==> config.mk <==
export PLATFORM = sky130hd
export DESIGN_NAME = timer_bus_master
export DESIGN_NICKNAME = d
export VERILOG_FILES = /design/src/rtl/timer_bus_master.sv
export SDC_FILE = /design/constraint.sdc
export NUM_CORES = 1
export LEC_CHECK = 0
export CORE_ASPECT_RATIO = 1.25
export CORE_MARGIN = 1
export CORE_UTILIZATION = 50
export DETAILED_ROUTE_END_ITERATION = 8
export HOLD_SLACK_MARGIN = 0.02
export PLACE_DENSITY = 0.77
export REMOVE_ABC_BUFFERS = 1
export SETUP_SLACK_MARGIN = 0.1
export SLEW_MARGIN = 20
export SYNTH_ARGS = -nofsm -noshare
export SYNTH_HDL_FRONTEND = slang
export SYNTH_SLANG_ARGS = --single-unit
==> constraint.sdc <==
create_clock -name clk_i -period 4.6 [get_ports clk_i]
set_input_delay 1.38 -clock clk_i [delete_from_list [all_inputs] [get_ports clk_i]]
set_output_delay 1.38 -clock clk_i [all_outputs]
set_load 0.01 [all_outputs]
==> src/rtl/timer_bus_master.sv <==
// Peripheral bus initiator: buffers core commands in a small FIFO, runs one req/gnt/rvalid
// transaction at a time and returns one response per command, flagging timeouts as errors.
module timer_bus_master #(
    parameter int unsigned ADDR_WIDTH = 32,
    parameter int unsigned DATA_WIDTH = 32,
    parameter int unsigned FIFO_DEPTH = 2,
    parameter int unsigned TIMEOUT    = 16
) (
    input  logic                  clk_i,
    input  logic                  rst_ni,
    input  logic                  cmd_valid,
    output logic                  cmd_ready,
    input  logic                  cmd_we,
    input  logic [ADDR_WIDTH-1:0] cmd_addr,
    input  logic [DATA_WIDTH-1:0] cmd_wdata,
    output logic                  req_o,
    output logic                  we_o,
    output logic [ADDR_WIDTH-1:0] addr_o,
    output logic [DATA_WIDTH-1:0] wdata_o,
    input  logic                  gnt_i,
    input  logic                  rvalid_i,
    input  logic [DATA_WIDTH-1:0] rdata_i,
    output logic                  rsp_valid,
    input  logic                  rsp_ready,
    output logic [DATA_WIDTH-1:0] rsp_rdata,
    output logic                  rsp_err
);

    localparam int unsigned PTR_W = (FIFO_DEPTH > 1) ? $clog2(FIFO_DEPTH) : 1;
    localparam int unsigned CNT_W = (TIMEOUT > 1) ? $clog2(TIMEOUT) : 1;
    localparam logic [PTR_W:0]   FULL_CNT = (PTR_W + 1)'(FIFO_DEPTH);
    localparam logic [CNT_W-1:0] CNT_LAST = CNT_W'(TIMEOUT - 1);

    typedef enum logic [1:0] {StIdle, StReq, StWaitR, StResp} state_e;

    // Command FIFO storage
    logic                  fifo_we    [FIFO_DEPTH];
    logic [ADDR_WIDTH-1:0] fifo_addr  [FIFO_DEPTH];
    logic [DATA_WIDTH-1:0] fifo_wdata [FIFO_DEPTH];
    logic [PTR_W-1:0]      wr_ptr_q, rd_ptr_q;
    logic [PTR_W:0]        count_q;
    logic                  push, pop;

    state_e                state_q, state_d;
    logic [CNT_W-1:0]      cnt_q, cnt_d;
    logic                  req_q, req_d;
    logic                  we_q, we_d;
    logic [ADDR_WIDTH-1:0] addr_q, addr_d;
    logic [DATA_WIDTH-1:0] wdata_q, wdata_d;
    logic                  rsp_valid_q, rsp_valid_d;
    logic [DATA_WIDTH-1:0] rsp_rdata_q, rsp_rdata_d;
    logic                  rsp_err_q, rsp_err_d;

    // Full blocks a push even when a pop happens in the same cycle.
    assign cmd_ready = (count_q != FULL_CNT);
    assign push      = cmd_valid && cmd_ready;
    assign pop       = (state_q == StIdle) && (count_q != '0);

    always_ff @(posedge clk_i) begin
        if (push) begin
            fifo_we[wr_ptr_q]    <= cmd_we;
            fifo_addr[wr_ptr_q]  <= cmd_addr;
            fifo_wdata[wr_ptr_q] <= cmd_wdata;
        end
    end

    always_ff @(posedge clk_i or negedge rst_ni) begin
        if (!rst_ni) begin
            wr_ptr_q <= '0;
            rd_ptr_q <= '0;
            count_q  <= '0;
        end else begin
            if (push) wr_ptr_q <= wr_ptr_q + PTR_W'(1);
            if (pop)  rd_ptr_q <= rd_ptr_q + PTR_W'(1);
            case ({push, pop})
                2'b10:   count_q <= count_q + (PTR_W + 1)'(1);
                2'b01:   count_q <= count_q - (PTR_W + 1)'(1);
                default: count_q <= count_q;
            endcase
        end
    end

    always_ff @(posedge clk_i or negedge rst_ni) begin
        if (!rst_ni) begin
            state_q     <= StIdle;
            cnt_q       <= '0;
            req_q       <= 1'b0;
            we_q        <= 1'b0;
            addr_q      <= '0;
            wdata_q     <= '0;
            rsp_valid_q <= 1'b0;
            rsp_rdata_q <= '0;
            rsp_err_q   <= 1'b0;
        end else begin
            state_q     <= state_d;
            cnt_q       <= cnt_d;
            req_q       <= req_d;
            we_q        <= we_d;
            addr_q      <= addr_d;
            wdata_q     <= wdata_d;
            rsp_valid_q <= rsp_valid_d;
            rsp_rdata_q <= rsp_rdata_d;
            rsp_err_q   <= rsp_err_d;
        end
    end

    always_comb begin
        state_d     = state_q;
        cnt_d       = cnt_q;
        req_d       = req_q;
        we_d        = we_q;
        addr_d      = addr_q;
        wdata_d     = wdata_q;
        rsp_valid_d = rsp_valid_q;
        rsp_rdata_d = rsp_rdata_q;
        rsp_err_d   = rsp_err_q;
        case (state_q)
            StIdle: begin
                if (count_q != '0) begin
                    we_d    = fifo_we[rd_ptr_q];
                    addr_d  = fifo_addr[rd_ptr_q];
                    wdata_d = fifo_wdata[rd_ptr_q];
                    req_d   = 1'b1;
                    cnt_d   = '0;
                    state_d = StReq;
                end
            end
            StReq: begin
                // A grant on the last allowed cycle still completes normally.
                if (gnt_i) begin
                    req_d = 1'b0;
                    cnt_d = '0;
                    if (we_q) begin
                        rsp_valid_d = 1'b1;
                        rsp_rdata_d = '0;
                        rsp_err_d   = 1'b0;
                        state_d     = StResp;
                    end else begin
                        state_d = StWaitR;
                    end
                end else if (cnt_q == CNT_LAST) begin
                    req_d       = 1'b0;
                    rsp_valid_d = 1'b1;
                    rsp_rdata_d = '0;
                    rsp_err_d   = 1'b1;
                    state_d     = StResp;
                end else begin
                    cnt_d = cnt_q + CNT_W'(1);
                end
            end
            StWaitR: begin
                if (rvalid_i) begin
                    rsp_valid_d = 1'b1;
                    rsp_rdata_d = rdata_i;
                    rsp_err_d   = 1'b0;
                    state_d     = StResp;
                end else if (cnt_q == CNT_LAST) begin
                    rsp_valid_d = 1'b1;
                    rsp_rdata_d = '0;
                    rsp_err_d   = 1'b1;
                    state_d     = StResp;
                end else begin
                    cnt_d = cnt_q + CNT_W'(1);
                end
            end
            StResp: begin
                if (rsp_ready) begin
                    rsp_valid_d = 1'b0;
                    state_d     = StIdle;
                end
            end
            default: state_d = StIdle;
        endcase
    end

    assign req_o     = req_q;
    assign we_o      = we_q;
    assign addr_o    = addr_q;
    assign wdata_o   = wdata_q;
    assign rsp_valid = rsp_valid_q;
    assign rsp_rdata = rsp_rdata_q;
    assign rsp_err   = rsp_err_q;

endmodule

== Word level (Yosys, flattened, before mapping) ==
Memories as Yosys holds them, arrays and structs flattened. A register that Yosys moved wholly into a read port is not among the register bits.
Index checks and enable logic that the tools add are counted.
Operators by class
  $add $sub $neg: 5
  $lt $le $gt $ge: 0
  multiplexer cells: 35
  reduce and logical (&&, ||, !) cells: 18
  multiply operators: 0
  div/mod/pow operators: 0
  equality and inequality tests: 12
  shift-type cells: 0
  bitwise operators: 0
Operators by type and width (number)
  $mux 32: 4
  $pmux 32 s2: 1
  $mux 4: 4
  $mux 1: 15
  $pmux 4 s3: 1
  $mux 2: 5
  $reduce_and 3->1: 3
  $pmux 2 s4: 1
  $reduce_bool 2->1: 4
  $eq 2x2->1 const B: 3
  $ne 2x2->1 const B: 3
  $ne 3x3->1 const B: 2
  $reduce_and 2->1: 3
  $reduce_bool 3->1: 2
  $add 4x1->4 const B: 1
  $eq 2x1->1 const B: 2
  $eq 4x4->1 const B: 1
  $pmux 1 s2: 2
  $pmux 2 s2: 1
  $logic_not 1->1: 3
  $pmux 1 s3: 1
  $add 1x1->1 const B: 2
  $add 2x1->2 const B: 1
  $logic_and 1x1->1: 2
  3 further kinds: 3
Word-level totals
  bits of input ports: 103
  memories kept: 3
  ROM bits: 0
  word-level logic and storage cells: 82
  output and inout port bits: 101
  RAM bits: 130
  bits in latches: 0
  register bits after elaboration: 45
Memory list
  fifo_addr: depth 2, bits a word 32, rd ports 1, clocked after Yosys merged registers in 1, write ports 1, line 38  | logic [ADDR_WIDTH-1:0] fifo_addr [FIFO_DEPTH];
  fifo_wdata: depth 2, bits a word 32, rd ports 1, clocked after Yosys merged registers in 1, write ports 1, line 39  | logic [DATA_WIDTH-1:0] fifo_wdata [FIFO_DEPTH];
  fifo_we: depth 2, bits a word 1, rd ports 1, clocked after Yosys merged registers in 1, write ports 1, line 37  | logic fifo_we [FIFO_DEPTH];

== Logic depth before layout (Yosys ltp) ==
Gate-level depths: netlist of run 1.
  depth in word-level cells: 4
  gate-level depth with buffers: 10
  mapped depth without buffers: 8

== Least setup slack after synthesis of run 1 ==
Ideal clock, no wire load.
  path kind: input-to-reg
  from: input cmd_valid
  to: memory fifo_addr[0][0], enable pin
  data arrival time: 4.194 ns
  path slack: -0.082 ns
  stages: 2
  setup time: 0.488 ns
  required time: 4.112 ns
  cells stage by stage: nand2_1 > nor2_1
On the way
  word-level cells in the longest chain between the ends: 3
RTL lines
  from (decl): line 11  | input logic cmd_valid,
  $logic_and 1x1->1: line 56  | assign push = cmd_valid && cmd_ready;
  $mux 1: line 60  | if (push) begin
  $mux 1 (implied by the code): line 62  | fifo_addr[wr_ptr_q] <= cmd_addr;
  to (decl): line 38
No other way between the ends.

== Worst setup path after layout of run 1 ==
  from: register count_q[0]
  to: output cmd_ready
On the way
  word-level cells in the longest chain between the ends: 1
RTL lines
  from (decl): line 41  | logic [PTR_W:0] count_q;
  from (signal assigned): line 76  | 2'b10: count_q <= count_q + (PTR_W + 1)'(1);
  from (signal assigned): line 77  | 2'b01: count_q <= count_q - (PTR_W + 1)'(1);
  from (signal assigned): line 78  | default: count_q <= count_q;
  $ne 2x2->1: line 55  | assign cmd_ready = (count_q != FULL_CNT);
  to (decl): line 12  | output logic cmd_ready,
No other way between the ends.

==> summary.txt, run 1 <==
STA
  – Fin. Hold Viols: 0
  – Unrepaired setup endpoints after global routing: no
  – Period utilization: 0.673
  – Final setup violation count: 0
  – Rel. slew slack: 0.283
  – Worst-Margin Slew: 1.08 ns
  – Setup TNS: 0 ns
  – Clock Skew: 0.00837 ns
  – Fmax: 0.323 GHz
  – Fin crit period: 3.10 ns
  – Final Slew Violations: 0
  – Final critical-path setup slack: 1.50 ns

Floorplan
  – Die area: 18500 um^2
  – Core area: 17500 um^2
  – Die height: 152 um
  – Cell row count: 54
  – Die width: 122 um
  – Initial Utilization: 0.512
  – Boundary Pins: 204

Finish
  – Fin util: 0.682
  – Final Non-Filler Cells: 1079
  – Final Instance Area: 11900 um^2
  – FF+latch area: 6660 um^2
  – Ant. Diodes: 0
  – Area taken by multi-input logic gates: 2130 um^2
  – Area grow syn2layout: 33.1%
  – Share of cells above drive strength 1: 0.0573
  – Fillers: 1206
  – Nets: 948

Synthesis
  – Post-Syn Instances: 637
  – Mapped Area: 8960 um^2
  – Synth cell types: 35
  – Synthesis warning total: 0
  – Register area share after synthesis: 0.743
  – Mean Syn Cell Area: 14.1 um^2
  – Largest family of logic cells by synthesized area: multiplexers
  – Synth Area in Simple Gates: 0.0729
  – Compound-gate portion of the synthesized area: 0.0734
  – Mux cell area share after synthesis: 0.0743
  – Yosys reg bits: 240
  – Post-Synth XOR/XNOR Area: 0.00489
  – Post-synthesis adder-cell area fraction: 0.00977

CTS
  – Number of post-CTS setup repair buffers: 0
  – CTS Root Cell: clkbuf_16
  – Hold_buf cts: 0
  – Clock Sinks: 240
  – Total CTS buffers: 23
  – CTS clk-pin slew, worst paths: 0.06 ns
  – Htree depth: 1
  – Clk Latency, worst-skew pair: 0.50 ns
  – CTS tree: done
  – Clk buf depth: 3
  – Post-cts repair resize count: 0

Setup path
  – Crit-path max FO: 5
  – Crit path kind: reg2out
  – Setup crit end: cmd_ready
  – R2r endpoint: rsp_rdata[28]
  – Worst r2r src: state_q[1]
  – R2R cell count: 6
  – Reg2reg setup slack: 2.17 ns
  – Critical path capture point type: primary output
  – Startpoint types: flop
  – Critical Path RT: 3.22 ns
  – Worst setup path start: count_q[0]
  – Worst EP arrival: 1.72 ns

Min path
  – HP Start: wdata_o[7]
  – HP Class: reg2reg
  – Hold-critical path depth: 2

Run status
  – Outcome: completed

Detailed routing
  – Vias: 5709
  – Drt drc: 0
  – 1st-pass router iterations: 4
  – DRT Wirelength: 18600 um
  – WL per Instance: 17.2 um
  – ANT nets after route: 0
  – DR vias/cell: 5.29
  – Drt initial violations: 263

Placed design
  – IO Port Bufs: 203
  – Pre-CTS setup slack: 1.05 ns
  – Routability cong.: 0.863
  – Placed cell count: 1036
  – HPWL Detailed: 12100 um
  – Cell Area, Placed: 11200 um^2

Power
  – Power per standard cell area: 668 nW/um^2
  – Leak: 4.73 nW
  – Max VDD drop: 0.000429 V

Global route
  – Vias in the first global route: 5809
  – Initial antenna violation count: 0
  – Total Routing Usage GR: 0.199
  – Largest net degree at the start of global routing: 80
  – GRT Residual Overflow: 0
  – First-pass GRT wire length: 28500 um

Run
  – Maxcap violations: 0
[cell usage in the layout (no fill, tap or decap), drive strengths merged, types with 2 or more instances in the layout]
| master | n |
|---|---|
| inv | 5 |
| edfxtp | 130 |
| xnor2 | 4 |
| buf | 8 |
| nor2b | 3 |
| a21oi | 39 |
| clkdlybuf4s50 | 202 |
| dfrtp | 110 |
| clkinv | 4 |
| and3 | 2 |
| a221oi | 2 |
| nand3 | 3 |
| nor2 | 38 |
| and2 | 2 |
| clkbuf | 37 |
| ha | 7 |
| nand2b | 5 |
| mux2i | 65 |
| o21ai | 73 |
| nand2 | 102 |
| a22o | 2 |
[per-layer routing]
| metal | global-route usage | wire length, um |
|---|---|---|
| met4 | 0.0457 | 222 |
| met3 | 0.0520 | 1490 |
| met1 | 0.242 | 7440 |
| met2 | 0.354 | 9440 |
| met5 | 0 | 0 |
[worst min-delay path by stage]
stage,to,slack (ns)
finish,wdata_o[7],0.47
global route,wdata_o[25],0.51
CTS,wdata_o[23],0.48
detailed placement,wdata_o[23],0.47
global placement,wdata_o[13],0.46
floorplan,wr_ptr_q,0.46
[state kept, by name, indices dropped and copies added (netlist names)]
name / cells
rsp_rdata: 32
count_q: 2
rd_ptr_q: 1
fifo_addr: 64
cnt_q: 4
we_o: 1
fifo_we: 2
addr_o: 32
state_q: 2
fifo_wdata: 64
rsp_err: 1
wdata_o: 32
rsp_valid: 1
req_o: 1
wr_ptr_q: 1
[kinds of logic (layout without fill, tap and decap cells)]
family                   count (synthesis)  in the layout
buffers and inverters                   38            256
multiplexers                            66             66
AO/OA/AOI/OAI                          122            122
XOR/XNOR                                 5              5
flip-flops                             240            240
AND/OR/NAND/NOR                        159            159
adder cells (fa/ha/maj)                  7              7
[worst max-delay path: stages (launching register included)]
cell,delay [ns]
dfrtp_1,0.47
nand2b_1,0.19
clkdlybuf4s50_1,0.56
[synth_stat cells]
master     instances  share of area
nor3b_2            1         0.0014
and3_1             2         0.0014
o21ai_0           70          0.039
xnor2_1            4         0.0039
nand2b_1           5         0.0035
mux2i_1           65          0.073
nor2b_1            3         0.0021
o21bai_1           1        0.00084
o2bb2ai_1          1        0.00098
a221oi_1           2         0.0020
nor4_1             1        0.00070
buf_2             17         0.0095
xor2_1             1        0.00098
nand2_1          102          0.043
inv_1              4         0.0017
mux2_4             1         0.0017
buf_4              1        0.00084
a211oi_4           1         0.0022
a41oi_1            1        0.00098
buf_6              4         0.0050
a21oi_1           39          0.022
and3b_1            1        0.00098
dfrtp_1          110           0.31
and2_1             1        0.00070
edfxtp_1         130           0.44
nor2_1            38          0.016
nand3_1            3         0.0017
nand3b_1           1        0.00084
a41o_1             1         0.0011
o21ai_1            3         0.0017
ha_1               7         0.0098
o31ai_1            1        0.00084
a22o_1             2         0.0020
and2_4             1        0.00098
clkbuf_1          12         0.0050
[report_power, final]
| part | switching [mW] | internal [mW] | leakage, nW |
|---|---|---|---|
| combinational | 1.35 | 1.35 | 1.78 |
| clock | 0.748 | 1.04 | 0.357 |
| sequential | 0.447 | 3.04 | 2.60 |
[metrics by stage]
stage	hold slack [ns]	power, mW
after global routing	0.510	8.45
after global placement	0.464	6.06
after floorplan	0.461	4.89
after CTS	0.483	8.02
final	0.474	7.97
after detailed placement	0.470	6.21
[cell type report]
| type | count | share of cell area |
|---|---|---|
| Multi-Input combinational cell | 359 | 0.179 |
| Sequential cell | 240 | 0.558 |
| Inverter | 4 | 0.00126 |
| Timing Repair Buffer | 210 | 0.177 |
| Clock buffer | 37 | 0.0586 |
| Clock inverter | 5 | 0.00220 |
| Tap cell | 224 | 0.0235 |
No activity file was read; power rests on OpenSTA's default activity.
==> run 2: changes to the inputs <==
==> constraint.sdc (replaced) <==
create_clock -name clk_i -period 3.2 [get_ports clk_i]
set_input_delay 0.96 -clock clk_i [delete_from_list [all_inputs] [get_ports clk_i]]
set_output_delay 0.96 -clock clk_i [all_outputs]
set_load 0.01 [all_outputs]
==> run 2 against run 1 <==
Net effect:
- utilization decreased by 0.072 points
- sequential cell count unchanged
- routed wire length increased by 3.0%
- highest routed layer unchanged
- global-route usage is 0.94 points higher
- largest power group unchanged
- critical path depth unchanged
- first-iteration DRC count fell by 1.9%
- critical endpoint unchanged
- total power is 42% higher
- die area unchanged
- cell count up 0.28%
==> summary.txt, run 2 (synthesis gave the netlist of run 1 again) <==
Run status
  – Outcome: completed

STA
  – Fin. Hold Viols: 0 (unchanged)
  – Worst-Margin Slew: 0.720 ns (-0.356 ns)
  – Final setup violation count: 0 (unchanged)
  – Period utilization: 0.838
  – Fin crit period: 2.68 ns
  – Rel. slew slack: 0.520 (+0.237)
  – Final critical-path setup slack: 0.519 ns (-0.986 ns)
  – Fmax: 0.373 GHz
  – Final Slew Violations: 0 (unchanged)
  – Final Hold Slack: 0.443 ns (-0.0310 ns)
  – Unrepaired setup endpoints after global routing: no
  – Clock Skew: 0.00926 ns (+0.000889 ns)
  – Setup TNS: 0 ns (unchanged)

Finish
  – FF+latch area: 6660 um^2 (unchanged)
  – Fillers: 1208 (+0.17%)
  – Final Instance Area: 11900 um^2 (-0.10%)
  – Share of cells above drive strength 1: 0.0618 (+0.00446)
  – Area grow syn2layout: 33.0%
  – Most common cell after layout, fill and taps aside: clkdlybuf4s50_1
  – Final Non-Filler Cells: 1082 (+0.28%)
  – Area taken by multi-input logic gates: 2130 um^2 (unchanged)
  – Largest regs: fifo_addr x64, fifo_wdata x64
  – Nets: 952 (+0.42%)
  – Fin util: 0.681 (-0.000715)
  – Most frequent cells in the layout: 202 x clkdlybuf4s50_1, 130 x edfxtp_1, 109 x dfrtp_1, 102 x nand2_1, 70 x o21ai_0
  – Ant. Diodes: 0 (unchanged)

Setup path
  – CP delay by family, top: buffers and inverters
  – Critical path capture point type: primary output
  – Cell breakdown of the critical path: nand2b_1, clkdlybuf4s50_1
  – R2R cell count: 5 (-1)
  – Slowest cell on crit path: clkdlybuf4s50_1
  – Peak per-stage delay on the critical path: 0.58 ns (+0.02 ns)
  – Worst r2r src: state_q[0]
  – Worst path depth: 2 (unchanged)
  – Crit-path max FO: 5 (unchanged)
  – R2r endpoint: addr_o[2]
  – Worst EP arrival: 1.72 ns (about the same)
  – Crit path kind: reg2out
  – Startpoint types: flop
  – Critical Path RT: 2.24 ns (-0.98 ns)
  – Reg2reg setup slack: 1.13 ns (-1.04 ns)
  – CP Buf/Inv Count: 1 (unchanged)

Power
  – Max VDD drop: 0.000698 V (+63%)
  – Power per standard cell area: 953 nW/um^2 (+43%)
  – Final Total Pwr: 11.4 mW (+42%)
  – Leak: 4.73 nW (about the same)

CTS
  – CTS tree: done
  – Clk buf depth: 3 (unchanged)
  – CTS clk-pin slew, worst paths: 0.06 ns (about the same)
  – CTS Root Cell: clkbuf_16
  – Htree depth: 1 (unchanged)
  – Clk Latency, worst-skew pair: 0.49 ns (about the same)
  – Hold_buf cts: 0 (unchanged)
  – Number of post-CTS setup repair buffers: 0 (unchanged)
  – Clock Sinks: 240 (unchanged)
  – Total CTS buffers: 23 (unchanged)
  – Post-cts repair resize count: 0 (unchanged)

Placed design
  – IO Port Bufs: 203 (unchanged)
  – Routability cong.: 0.873 (+1.2%)
  – Pre-CTS setup slack: 0.554 ns (-0.499 ns)
  – Placed cell count: 1041 (+0.48%)
  – HPWL Detailed: 12800 um (+5.6%)
  – Cell Area, Placed: 11300 um^2 (+0.67%)

Detailed routing
  – Vias: 5688 (-0.37%)
  – 1st-pass router iterations: 5 (+1)
  – WL per Instance: 17.7 um (+2.8%)
  – ANT nets after route: 0 (unchanged)
  – DR vias/cell: 5.26 (-0.64%)
  – DRT Wirelength: 19200 um (+3.0%)
  – Drt drc: 0 (unchanged)
  – Drt initial violations: 258 (-1.9%)

Global route
  – First-pass GRT wire length: 29800 um (+4.4%)
  – Total Routing Usage GR: 0.209 (+0.00945)
  – Largest net degree at the start of global routing: 105 (+31%)
  – Vias in the first global route: 5788 (-0.36%)
  – Initial antenna violation count: 0 (unchanged)
  – GRT Residual Overflow: 0 (unchanged)

Floorplan
  – Cell row count: 54 (unchanged)
  – Boundary Pins: 204 (unchanged)
  – Initial Utilization: 0.512 (unchanged)
  – Die width: 122 um (unchanged)
  – Die height: 152 um (unchanged)
  – Die area: 18500 um^2 (unchanged)
  – Core area: 17500 um^2 (unchanged)

Min path
  – HP Class: in2async

Run
  – Maxcap violations: 0 (unchanged)
[run 2: report_power, final]
| part | internal, mW | switching [mW] | total (mW) |
|---|---|---|---|
| Sequential | 4.36 | 0.645 | 5.01 |
| Combinational | 1.95 | 1.99 | 3.94 |
| Clock | 1.34 | 1.06 | 2.41 |
[run 2: cell type report]
type                    instances  area share
clock buffers                  29      0.0510
flip-flops and latches        240       0.559
well taps                     224      0.0235
repair buffers                214       0.181
clock inverters                12     0.00483
multi-input cells             359       0.179
inverters                       4     0.00126
[run 2: how the worst max path moves through the flow]
stage	endpoint	from	slack [ns]
final	cmd_ready	count_q[0]	0.52
after global placement	rsp_rdata[15]	gnt_i	0.67
after CTS	cmd_ready	count_q[0]	0.51
after floorplan	count_q[1]	count_q[0]	-1.89
after detailed placement	rsp_rdata[27]	gnt_i	0.55
after global routing	cmd_ready	count_q[0]	0.44
[run 2: layer usage]
| metal | track usage | wire, um |
|---|---|---|
| met1 | 0.253 | 7590 |
| met2 | 0.366 | 9640 |
| met3 | 0.0618 | 1620 |
| met4 | 0.0457 | 306 |
| met5 | 0 | 0 |
